File: src/rtl/cond_inv_pkg.sv
// Shared types and default sizing for the conditional-invert pipeline.
// mode_t selects the operation applied to each accepted word.
package cond_inv_pkg;

    typedef enum logic [1:0] {
        MODE_PASS   = 2'b00,
        MODE_MASK   = 2'b01,
        MODE_GLOBAL = 2'b10,
        MODE_SUB    = 2'b11
    } mode_t;

    localparam int DEF_WIDTH  = 16;
    localparam int DEF_STAGES = 2;

endpackage : cond_inv_pkg

File: src/rtl/cond_inv_pipe_if.sv
// Valid/ready bus of the conditional-invert pipeline: upstream word plus
// downstream result. slave is the pipeline's view, master the driver's view.
interface cond_inv_pipe_if
    import cond_inv_pkg::*;
#(
    parameter int WIDTH = DEF_WIDTH
) ();

    logic             in_valid;
    logic             in_ready;
    logic [WIDTH-1:0] a;
    logic [WIDTH-1:0] b;
    mode_t            mode;
    logic             out_valid;
    logic             out_ready;
    logic [WIDTH-1:0] out;
    logic             sub_cin;

    modport slave (
        input  in_valid, a, b, mode, out_ready,
        output in_ready, out_valid, out, sub_cin
    );

    modport master (
        output in_valid, a, b, mode, out_ready,
        input  in_ready, out_valid, out, sub_cin
    );

endinterface : cond_inv_pipe_if

File: src/rtl/cond_inv_stage.sv
// One valid/data register slice of an elastic pipeline. It loads whenever it
// is empty or its current word leaves this cycle, so bubbles collapse.
module cond_inv_stage #(
    parameter int W = 17
) (
    input  logic         clk_i,
    input  logic         rst_n_i,
    input  logic         up_vld_i,
    input  logic [W-1:0] up_data_i,
    output logic         up_rdy_o,
    output logic         dn_vld_o,
    output logic [W-1:0] dn_data_o,
    input  logic         dn_rdy_i
);

    logic         vld_q, vld_d;
    logic [W-1:0] data_q, data_d;

    assign up_rdy_o  = !vld_q || dn_rdy_i;
    assign dn_vld_o  = vld_q;
    assign dn_data_o = data_q;

    always_comb begin
        vld_d  = vld_q;
        data_d = data_q;
        if (up_rdy_o) begin
            vld_d = up_vld_i;
            // Data only moves with a real word, so a held result never glitches.
            if (up_vld_i) begin
                data_d = up_data_i;
            end
        end
    end

    always_ff @(posedge clk_i or negedge rst_n_i) begin
        if (!rst_n_i) begin
            vld_q  <= 1'b0;
            data_q <= '0;
        end else begin
            vld_q  <= vld_d;
            data_q <= data_d;
        end
    end

endmodule : cond_inv_stage

File: src/rtl/cond_inv_pipe.sv
// Conditional inverter feeding a downstream adder: computes pass/mask/global
// invert/subtract-prep on each word, then carries {sub_cin, out} through STAGES slices.
module cond_inv_pipe
    import cond_inv_pkg::*;
#(
    parameter int WIDTH  = DEF_WIDTH,
    parameter int STAGES = DEF_STAGES
) (
    input  logic              clkpos,
    input  logic              clkneg,
    input  logic              rst_n,
    input  logic              vdd,
    input  logic              vss,
    cond_inv_pipe_if.slave    bus
);

    localparam int W = WIDTH + 1;

    // Pins kept only so the netlist footprint matches; they carry no function.
    logic unused_pins;
    assign unused_pins = ^{clkneg, vdd, vss};

    function automatic logic [WIDTH:0] cond_op(
        input mode_t            m,
        input logic [WIDTH-1:0] a,
        input logic [WIDTH-1:0] b
    );
        case (m)
            MODE_PASS:   return {1'b0, a};
            MODE_MASK:   return {1'b0, a ^ b};
            MODE_GLOBAL: return {1'b0, (b[0] ? ~a : a)};
            MODE_SUB:    return {1'b1, ~a};
            default:     return {1'b0, a};
        endcase
    endfunction

    logic [STAGES:0]        vld_s;
    logic [STAGES:0]        rdy_s;
    logic [STAGES:0][W-1:0] data_s;

    assign vld_s[0]  = bus.in_valid;
    assign data_s[0] = cond_op(bus.mode, bus.a, bus.b);
    assign rdy_s[STAGES] = bus.out_ready;

    for (genvar k = 0; k < STAGES; k++) begin : g_stage
        cond_inv_stage #(.W(W)) u_stage (
            .clk_i     (clkpos),
            .rst_n_i   (rst_n),
            .up_vld_i  (vld_s[k]),
            .up_data_i (data_s[k]),
            .up_rdy_o  (rdy_s[k]),
            .dn_vld_o  (vld_s[k+1]),
            .dn_data_o (data_s[k+1]),
            .dn_rdy_i  (rdy_s[k+1])
        );
    end

    assign bus.in_ready  = rdy_s[0];
    assign bus.out_valid = vld_s[STAGES];
    assign bus.out       = data_s[STAGES][WIDTH-1:0];
    assign bus.sub_cin   = data_s[STAGES][WIDTH];

endmodule : cond_inv_pipe

File: src/flat_wrapper.sv
// flat-port wrapper written by rule: the top's interface ports become plain ports
module cond_inv_pipe_flat import cond_inv_pkg::*;
#(
    parameter int WIDTH  = DEF_WIDTH,
    parameter int STAGES = DEF_STAGES
)
  (clkpos, clkneg, rst_n, vdd, vss, bus_in_valid, bus_a, bus_b, bus_mode, bus_out_ready, bus_in_ready, bus_out_valid, bus_out, bus_sub_cin);
  cond_inv_pipe_if #(.WIDTH(WIDTH)) bus_i ();
  input  logic clkpos;
  input  logic clkneg;
  input  logic rst_n;
  input  logic vdd;
  input  logic vss;
  input wire logic [$bits(bus_i.in_valid)-1:0] bus_in_valid;
  input wire logic [$bits(bus_i.a)-1:0] bus_a;
  input wire logic [$bits(bus_i.b)-1:0] bus_b;
  input wire logic [$bits(bus_i.mode)-1:0] bus_mode;
  input wire logic [$bits(bus_i.out_ready)-1:0] bus_out_ready;
  output wire logic [$bits(bus_i.in_ready)-1:0] bus_in_ready;
  output wire logic [$bits(bus_i.out_valid)-1:0] bus_out_valid;
  output wire logic [$bits(bus_i.out)-1:0] bus_out;
  output wire logic [$bits(bus_i.sub_cin)-1:0] bus_sub_cin;
  assign bus_i.in_valid = bus_in_valid;
  assign bus_i.a = bus_a;
  assign bus_i.b = bus_b;
  assign bus_i.mode = bus_mode;
  assign bus_i.out_ready = bus_out_ready;
  assign bus_in_ready = bus_i.in_ready;
  assign bus_out_valid = bus_i.out_valid;
  assign bus_out = bus_i.out;
  assign bus_sub_cin = bus_i.sub_cin;
  cond_inv_pipe #(.WIDTH(WIDTH), .STAGES(STAGES)) u_core (.clkpos(clkpos), .clkneg(clkneg), .rst_n(rst_n), .vdd(vdd), .vss(vss), .bus(bus_i));
endmodule
File: config.mk
export PLATFORM = sky130hd
export DESIGN_NAME = cond_inv_pipe_flat
export DESIGN_NICKNAME = d
export VERILOG_FILES = /design/src/rtl/cond_inv_pkg.sv /design/src/rtl/cond_inv_pipe_if.sv /design/src/rtl/cond_inv_stage.sv /design/src/rtl/cond_inv_pipe.sv /design/src/flat_wrapper.sv
export SDC_FILE = /design/constraint.sdc
export NUM_CORES = 1
export LEC_CHECK = 0
export CAP_MARGIN = 20
export CORE_ASPECT_RATIO = 0.6
export CORE_MARGIN = 4
export CORE_UTILIZATION = 42
export DETAILED_ROUTE_END_ITERATION = 6
export HOLD_SLACK_MARGIN = 0.06
export PLACE_DENSITY = 0.8
export SLEW_MARGIN = 20
export SYNTH_ARGS = -nofsm -noshare
export SYNTH_HDL_FRONTEND = slang
export SYNTH_HIERARCHICAL = 1
export SYNTH_SLANG_ARGS = --single-unit
File: constraint.sdc
create_clock -name clkpos -period 2.86 [get_ports clkpos]
set_clock_uncertainty 0.15 [all_clocks]
set_input_delay 0.286 -clock clkpos [delete_from_list [all_inputs] [get_ports clkpos]]
set_output_delay 0.286 -clock clkpos [all_outputs]
set_load 0.05 [all_outputs]
# After elaboration in Yosys (flattened, before gate mapping)

Cells that the tools add are included.

Equality and inequality tests: 3
Multiplexer cells: 2
Bitwise gates (word level): 2
Reduce and logical (&&, ||, !) cells: 7

Operators by type and width:

| cell                                          | count |
|---|---|
| one-hot mux 17 bit (4 select lines)           | 1 |
| two-way mux 16 bit                            | 1 |
| inverter 16 bit                               | 1 |
| XOR 16 bit                                    | 1 |
| == test 2 bit, second input constant          | 2 |
| AND reduction 2 bit                           | 2 |
| == test 2 x 1 -> 1 bit, second input constant | 1 |
| logical NOT 1 bit                             | 2 |
| logical NOT 2 bit                             | 1 |
| logical OR 1 bit                              | 2 |

Flip-flop bits (word level): 36
Input bits: 41
Output and inout port bits: 19
Logic and storage cells: 18

# Longest topological paths before layout

Gate-level depths: netlist of run 1.

Word-level depth: 4
Gate-level depth with buffers: 6
Mapped depth without buffers: 4

# Cells and area by module

Netlist of run 1, hierarchy kept.

By module, submodules not included:

| module         | times used | cells an instance | area an instance (um^2) | seq. area each (um^2) |
|---|---|---|---|---|
| cond_inv_stage | 2          | 39                | 732.0                   | 450.4 |
| cond_inv_pipe  | 1          | 106               | 738.2                   | 0.0 |

# Least setup slack after synthesis of run 1

No wires, ideal clock.

Path kind: reg2reg
From: register u_core.g_stage[1].u_stage.vld_q
To: register u_core.g_stage[0].u_stage.data_q[10]
Library setup time: 125 ps
Data arrival time: 1591 ps
Data required time: 2585 ps
Path slack: 994 ps
Cell stages (with the launch flop): 6
Buffers on the path: 1
Clock period less this slack: 1866 ps
Path through: dfrtp_1 -> nand2b_4 -> nand2b_4 -> nand2_4 -> buf_12 -> mux2_4

Cells in the longest elaborated chain, start to end: 4

Ends and longest elaborated chain:

| what                                 | line                 | RTL |
|---|---|---|
| start: declaration                   | cond_inv_stage.sv:16 | `logic vld_q, vld_d;` |
| start signal: assignment             | cond_inv_stage.sv:40 | `vld_q <= vld_d;` |
| logical NOT 1 bit                    | cond_inv_stage.sv:19 | `assign up_rdy_o = !vld_q \|\| dn_rdy_i;` |
| logical OR 1 bit                     | cond_inv_stage.sv:19 |  |
| named net u_core.rdy_s[1]            | cond_inv_pipe.sv:38  | `logic [STAGES:0] rdy_s;` |
| logical OR 1 bit                     | cond_inv_stage.sv:19 |  |
| named net bus_in_ready               | flat_wrapper.sv:19   | `output wire logic [$bits(bus_i.in_ready)-1:0] bus_in_ready;` |
| AND reduction 2 bit (no source line) | -                    |  |
| end signal: assignment               | cond_inv_stage.sv:41 | `data_q <= data_d;` |
| end: declaration                     | cond_inv_stage.sv:17 | `logic [W-1:0] data_q, data_d;` |

The timed path passes the listed nets, and every way through them passes these cells.
A chain may end at the register's enable or synchronous reset.

# Final worst setup path of run 1

From: input port bus_out_ready
To: output port bus_in_ready

Cells in the longest elaborated chain, start to end: 2

Ends and longest elaborated chain:

| what                      | line                 | RTL |
|---|---|---|
| start: declaration        | flat_wrapper.sv:18   | `input wire logic [$bits(bus_i.out_ready)-1:0] bus_out_ready;` |
| logical OR 1 bit          | cond_inv_stage.sv:19 |  |
| named net u_core.rdy_s[1] | cond_inv_pipe.sv:38  |  |
| logical OR 1 bit          | cond_inv_stage.sv:19 |  |
| end: declaration          | flat_wrapper.sv:19   |  |

The timed path passes the listed nets, and every way through them passes these cells.

==> out/qor.txt, run 1 <==
Synthesized area = 2200 um2
WP data required = 2.42 ns
Psw = 686 uW
Worst-margin pin slew = 0.837 ns
Post-synth cell types = 18
Register area share after synthesis = 40.9%
Max cap viols = 0
First-pass GRT wire length = 7580 um
# rows = 20
Final wirelength = 4410 um
Max_slew headroom = 44.2%
Die area = 6500 um2
Status = completed
Cts bufs inserted = 5
Congestion Overflow GR = 0
Die Y-Extent = 64.1 um
R2r worst-path depth = 4
Critical Path Max Stage Delay = 0.81 ns
Boundary Pins = 60
Clock power frac = 23.3%
Register share of total power = 36.2%
Routed vias = 1,561
Setup tns final = 0 ns
Internal = 1250 uW
Critical Path Sink = bus_in_ready
Initial Utilization = 43.6%
P&R area growth vs syn = 29.9%
Syn avg cell area = 12.0 um2
GRT Total Usage = 14.9%
Post-Synthesis Cells = 184
Setup crit end kind = output pin
Area of all placed cells without fillers = 2860 um2
EDFF count, synth = 0
CP max-delay cell = clkdlybuf4s50_1
FFs w/ async S/R, synth = 100%
CTS tree = built
Vias per inst = 5.17
Leading area contributor after synthesis = dfrtp_1
Reg2reg end = u_core/g_stage[0].u_stage/dn_data_o[0]$_DFFE_PN0P_
CTS Root Cell = clkbuf_8
Avg WL per Cell = 14.6 um
Drt first pass iters = 4
Initial antenna violation count = 0
Largest net degree at the start of global routing = 63
Primary FF master, synth = dfrtp_1
CP startpoint = bus_out_ready
Clock H-tree levels = 2
Vias in the first global route = 1,560
Die width = 101 um
Clock transition at the registers of the reported paths = 0.08 ns
Worst IR Drop VDD = 0.359 mV
Yosys warns = 6
Critical Path AT = 1.84 ns
Fraction of layout cells with a size suffix above 1 = 21.2%
Postcts setup bufs = 0
Flops & latches, synth = 36
HP Class = reg2reg
Final setup violating endpoints = 0
FMAX = 0.438 GHz
Syn_nets = 225
Final nets = 276
P per Cell Area = 678 nW/um2
N_diodes = 0
DRC = 0
Critical Path Source Type = input pin
Largest buffer count on any clock path = 2
Crit path kind = in2out
Worst R2R Setup Slack = 1.32 ns
Later-pin clock latency in the skew report = 0.29 ns
Clk sinks = 36
Placed inst area = 2740 um2
Hold path depth = 1
Slew Viols, Final = 0
Final min period = 2.28 ns
P_leak = 0.00120 uW
RSZ-0062 raised after global routing = no
Post-route ant nets = 0
Core Footprint = 5050 um2
Logic pwr share = 40.5%
Net Sw Frac = 35.4%
Area share of the largest cell type after synthesis = 40.9%
Worst-path maximum fanout = 3
Placer Congestion = 0.716
DR iter-0 viols = 57
DP HPWL = 3160 um
Final hold vios = 0
Port bufs = 56
Worst R2R Start = u_core/g_stage[1].u_stage/dn_vld_o$_DFFE_PN0P_
Worst-path cell chain = clkdlybuf4s50_1 -> nand2b_4 -> nand2b_4 -> clkdlybuf4s50_1
Final Cycle Share = 79.8%
Largest cells by area after synthesis = dfrtp_1 41%, mux2_4 14%, mux2_2 7.2%
## synthesized netlist by cell type (3+ instances only)
library cell  instances
clkbuf_1              7
buf_6                 3
buf_2                 3
or3b_1               15
o221ai_1             15
and2_1               16
o21bai_1             15
dfrtp_1              36
mux2_2               14
mux2_4               20
a21oi_1              15
nand2b_1             15
## placed cells by master (no fill, tap or decap)
cell type	synthesis	layout
clkinvlp_4	0	1
nand2b_1	15	15
a21oi_1	15	15
mux2_2	14	14
clkbuf_8	0	5
clkdlybuf4s50_1	0	54
inv_6	0	1
mux2_4	20	20
o21bai_1	15	15
nand2b_4	2	2
bufinv_16	0	1
buf_2	3	2
or2b_1	2	2
buf_4	0	2
dfrtp_1	36	36
maj3_1	1	1
nand2_4	2	2
o221ai_1	15	15
or3b_1	15	15
dlygate4sd3_1	0	1
and2_1	16	16
xor2_1	1	1
## how the worst min path moves through the flow
stage,start,end
detailed placement,rst_n,u_core/g_stage[1].u_stage/dn_data_o[13]$_DFFE_PN0P_
global placement,rst_n,u_core/g_stage[1].u_stage/dn_data_o[9]$_DFFE_PN0P_
CTS,u_core/g_stage[0].u_stage/dn_data_o[16]$_DFFE_PN0P_,u_core/g_stage[0].u_stage/dn_data_o[16]$_DFFE_PN0P_
floorplan,rst_n,u_core/g_stage[0].u_stage/dn_data_o[0]$_DFFE_PN0P_
global route,u_core/g_stage[0].u_stage/dn_data_o[16]$_DFFE_PN0P_,u_core/g_stage[0].u_stage/dn_data_o[16]$_DFFE_PN0P_
finish,u_core/g_stage[0].u_stage/dn_data_o[16]$_DFFE_PN0P_,u_core/g_stage[0].u_stage/dn_data_o[16]$_DFFE_PN0P_
## cell families (layout without fill, tap and decap cells)
logic type	count (synthesis)	count (layout)	synth area share [%]
multiplexers	34	34	20.8
AND/OR/NAND/NOR	52	52	17.7
flip-flops	36	36	40.9
adder cells (fa/ha/maj)	1	1	0.455
AO/OA/AOI/OAI	45	45	14.5
XOR/XNOR	1	1	0.398
buffers and inverters	15	67	5.23
## worst max-delay path: cells and delay by family
family                 cells  cell delay [ns]
buffers and inverters      2             1.27
and+or+nand+nor            2             0.29
## flip-flops by register name (all words and copies together), names as in the netlist
register	flops
u_core/g_stage.u_stage/dn_data_o	34
u_core/g_stage.u_stage/dn_vld_o	2
## layer usage
layer / track usage, % / routed length, um / vias up
li1: - / - / 773
met2: 22.9 / 2000 / 35
met4: 3.48 / 22 / 0
met1: 20.4 / 2080 / 748
met5: 0 / 0 / -
met3: 5.02 / 306 / 5
## power by group through the flow
stage                     combinational [uW]  clock (uW)  sequential, uW
after floorplan                          277           0             967
after global placement                   778           0             708
after detailed placement                 791           0             714
after CTS                                794         467             705
after global routing                     830         497             721
final                                    786         452             702
## what timing repair did
action / CTS / global route
gates resized for setup: 0 / 0
hold buffers: 1 / 0
hold endpoints to repair: 36 / 0
## per-stage QoR
stage               setup slack [ns]  instances  hold WS, ns  power (uW)  utilization [%]
finish                         0.579        302        0.359        1940             56.6
global placement               0.584        293        0.267        1490             54.1
global route                   0.515        302        0.379        2050             56.6
CTS                            0.564        302        0.362        1970             56.6
floorplan                      0.994        184       -0.160        1240                -
detailed placement             0.580        293        0.274        1500             54.1
## cell type report
type                       count  area [um2]
multi-input combinational    133        1190
fill                         451        2190
clock inverter                 3        46.3
clock buffer                   5        68.8
sequential                    36         901
tap                           66        82.6
timing repair buffer          59         576
Note: power is estimated with default switching activity, not from simulation.
==> run 2, diff against run 1 <==
clock period = 2.35 ns   (was 2.86 ns; I/O delays follow)
==> run 2 against run 1 <==
  * Design area shrank 0.70%
  * Combinational power grew 22%
  * Largest cell class unchanged
  * Power grew 15%
==> out/qor.txt, run 2 (synthesized netlist as in run 1, its figures left out) <==
Status = completed
PnR worst setup slack = 0.474 ns
Final hold vios = 0
First-pass GRT wire length = 7310 um
Worst-margin pin slew = 0.805 ns
P&R area growth vs syn = 29.0%
Port bufs = 56
Setup tns final = 0 ns
Post-route ant nets = 0
Cts bufs inserted = 5
Dpl ws = 0.471 ns
Boundary Pins = 60
Vias per inst = 5.17
Setup crit end kind = output pin
HP Class = reg2reg
Net Sw Frac = 36.6%
Internal = 1410 uW
Final nets = 277
RSZ-0062 raised after global routing = no
Clock transition at the registers of the reported paths = 0.07 ns
Placer Congestion = 0.779
DP HPWL = 3160 um
WP data required = 1.97 ns
FMAX = 0.533 GHz
Worst-path cell chain = clkdlybuf4s50_1
Final Cycle Share = 79.8%
Avg WL per Cell = 14.6 um
CTS Root Cell = clkbuf_8
Hold_ws = 0.354 ns
Max cap viols = 0
GRT Total Usage = 14.4%
Vias in the first global route = 1,496
Max reg flops = 34
Largest buffer count on any clock path = 2
Worst R2R Setup Slack = 0.83 ns
CP delay by family, top = buffers and inverters
Max_slew headroom = 46.3%
Core Footprint = 5050 um2
Later-pin clock latency in the skew report = 0.28 ns
Die area = 6500 um2
P_leak = 0.00120 uW
# rows = 20
CTS tree = built
Clock H-tree levels = 2
Fraction of layout cells with a size suffix above 1 = 21.2%
Drt first pass iters = 4
Logic pwr share = 43.1%
Worst IR Drop VDD = 0.455 mV
Psw = 814 uW
Postcts setup bufs = 0
Clk sinks = 36
Largest net degree at the start of global routing = 41
Initial antenna violation count = 0
Congestion Overflow GR = 0
Critical Path AT = 1.49 ns
CP max-delay cell = clkdlybuf4s50_1
Die width = 101 um
Final setup violating endpoints = 0
Final core utilization = 56.2%
Overall Power = 2220 uW
Slew Viols, Final = 0
DRC = 0
DR iter-0 viols = 32
Routed vias = 1,560
Final wirelength = 4400 um
Crit path buffers/inverters = 1
Leading cell type in the layout, fill and taps excluded = clkdlybuf4s50_1
Critical Path Max Stage Delay = 0.82 ns
Final min period = 1.88 ns
Critical Path Source Type = flip-flop
N_diodes = 0
Initial Utilization = 43.6%
Clock power frac = 18.7%
Die Y-Extent = 64.1 um
Register share of total power = 38.2%
Crit path kind = reg2out
P per Cell Area = 783 nW/um2
Worst-path maximum fanout = 2
Most frequent cells in the layout = 53 x clkdlybuf4s50_1, 36 x dfrtp_1, 20 x mux2_4
## run 2: layout make-up
| class | count | area [um2] |
|---|---|---|
| multi-input cells | 133 | 1190 |
| repair buffers | 60 | 593 |
| fillers | 429 | 2210 |
| well taps | 66 | 82.6 |
| clock buffers | 6 | 72.6 |
| clock inverters | 1 | 5.00 |
| flip-flops and latches | 36 | 901 |
## run 2: power groups by stage
stage / registers, uW / clock network (uW) / logic, uW
after global routing: 875 / 453 / 1010
after detailed placement: 865 / 0 / 967
final: 850 / 415 / 959
after global placement: 861 / 0 / 951
after CTS: 855 / 425 / 971
after floorplan: 1180 / 0 / 337
## run 2: timing repair
action | 4_1_cts | 5_1_grt
resized for setup | 0 | 0
hold endpoints to repair | 36 | 0
endpoints found under the setup margin | 0 | 0
hold buffers | 1 | 0
## run 2: worst paths after layout
path	start	end	cells past startpoint
max	u_core/g_stage[1].u_stage/dn_vld_o$_DFFE_PN0P_	bus_out_valid	1
min	u_core/g_stage[0].u_stage/dn_data_o[15]$_DFFE_PN0P_	u_core/g_stage[1].u_stage/dn_data_o[15]$_DFFE_PN0P_	1
max reg2reg	u_core/g_stage[1].u_stage/dn_vld_o$_DFFE_PN0P_	u_core/g_stage[0].u_stage/dn_data_o[0]$_DFFE_PN0P_	4
min reg2reg	u_core/g_stage[0].u_stage/dn_data_o[15]$_DFFE_PN0P_	u_core/g_stage[1].u_stage/dn_data_o[15]$_DFFE_PN0P_	1
max in group asynchronous	rst_n	u_core/g_stage[0].u_stage/dn_data_o[11]$_DFFE_PN0P_	2
min in group asynchronous	rst_n	u_core/g_stage[1].u_stage/dn_data_o[9]$_DFFE_PN0P_	2
## run 2: metrics by stage
stage                     std cells  area [um2]
after floorplan                 184        2200
after global placement          294        2750
after detailed placement        294        2750
after CTS                       302        2840
after global routing            302        2840
final                           302        2840
## run 2: worst reg2reg max path, stage by stage, from the launching register on
cell,delay (ns)
dfrtp_1,0.39
nand2b_4,0.08
nand2b_4,0.16
nand2_4,0.26
mux2_2,0.38
## run 2: layer usage
| metal | GRT usage (%) | vias up | share of wire [%] |
|---|---|---|---|
| met4 | 3.48 | 0 | 0.59 |
| met5 | 0 | - | 0 |
| li1 | - | 778 | - |
| met1 | 20.0 | 742 | 47 |
| met3 | 6.22 | 4 | 8.2 |
| met2 | 20.7 | 36 | 44 |
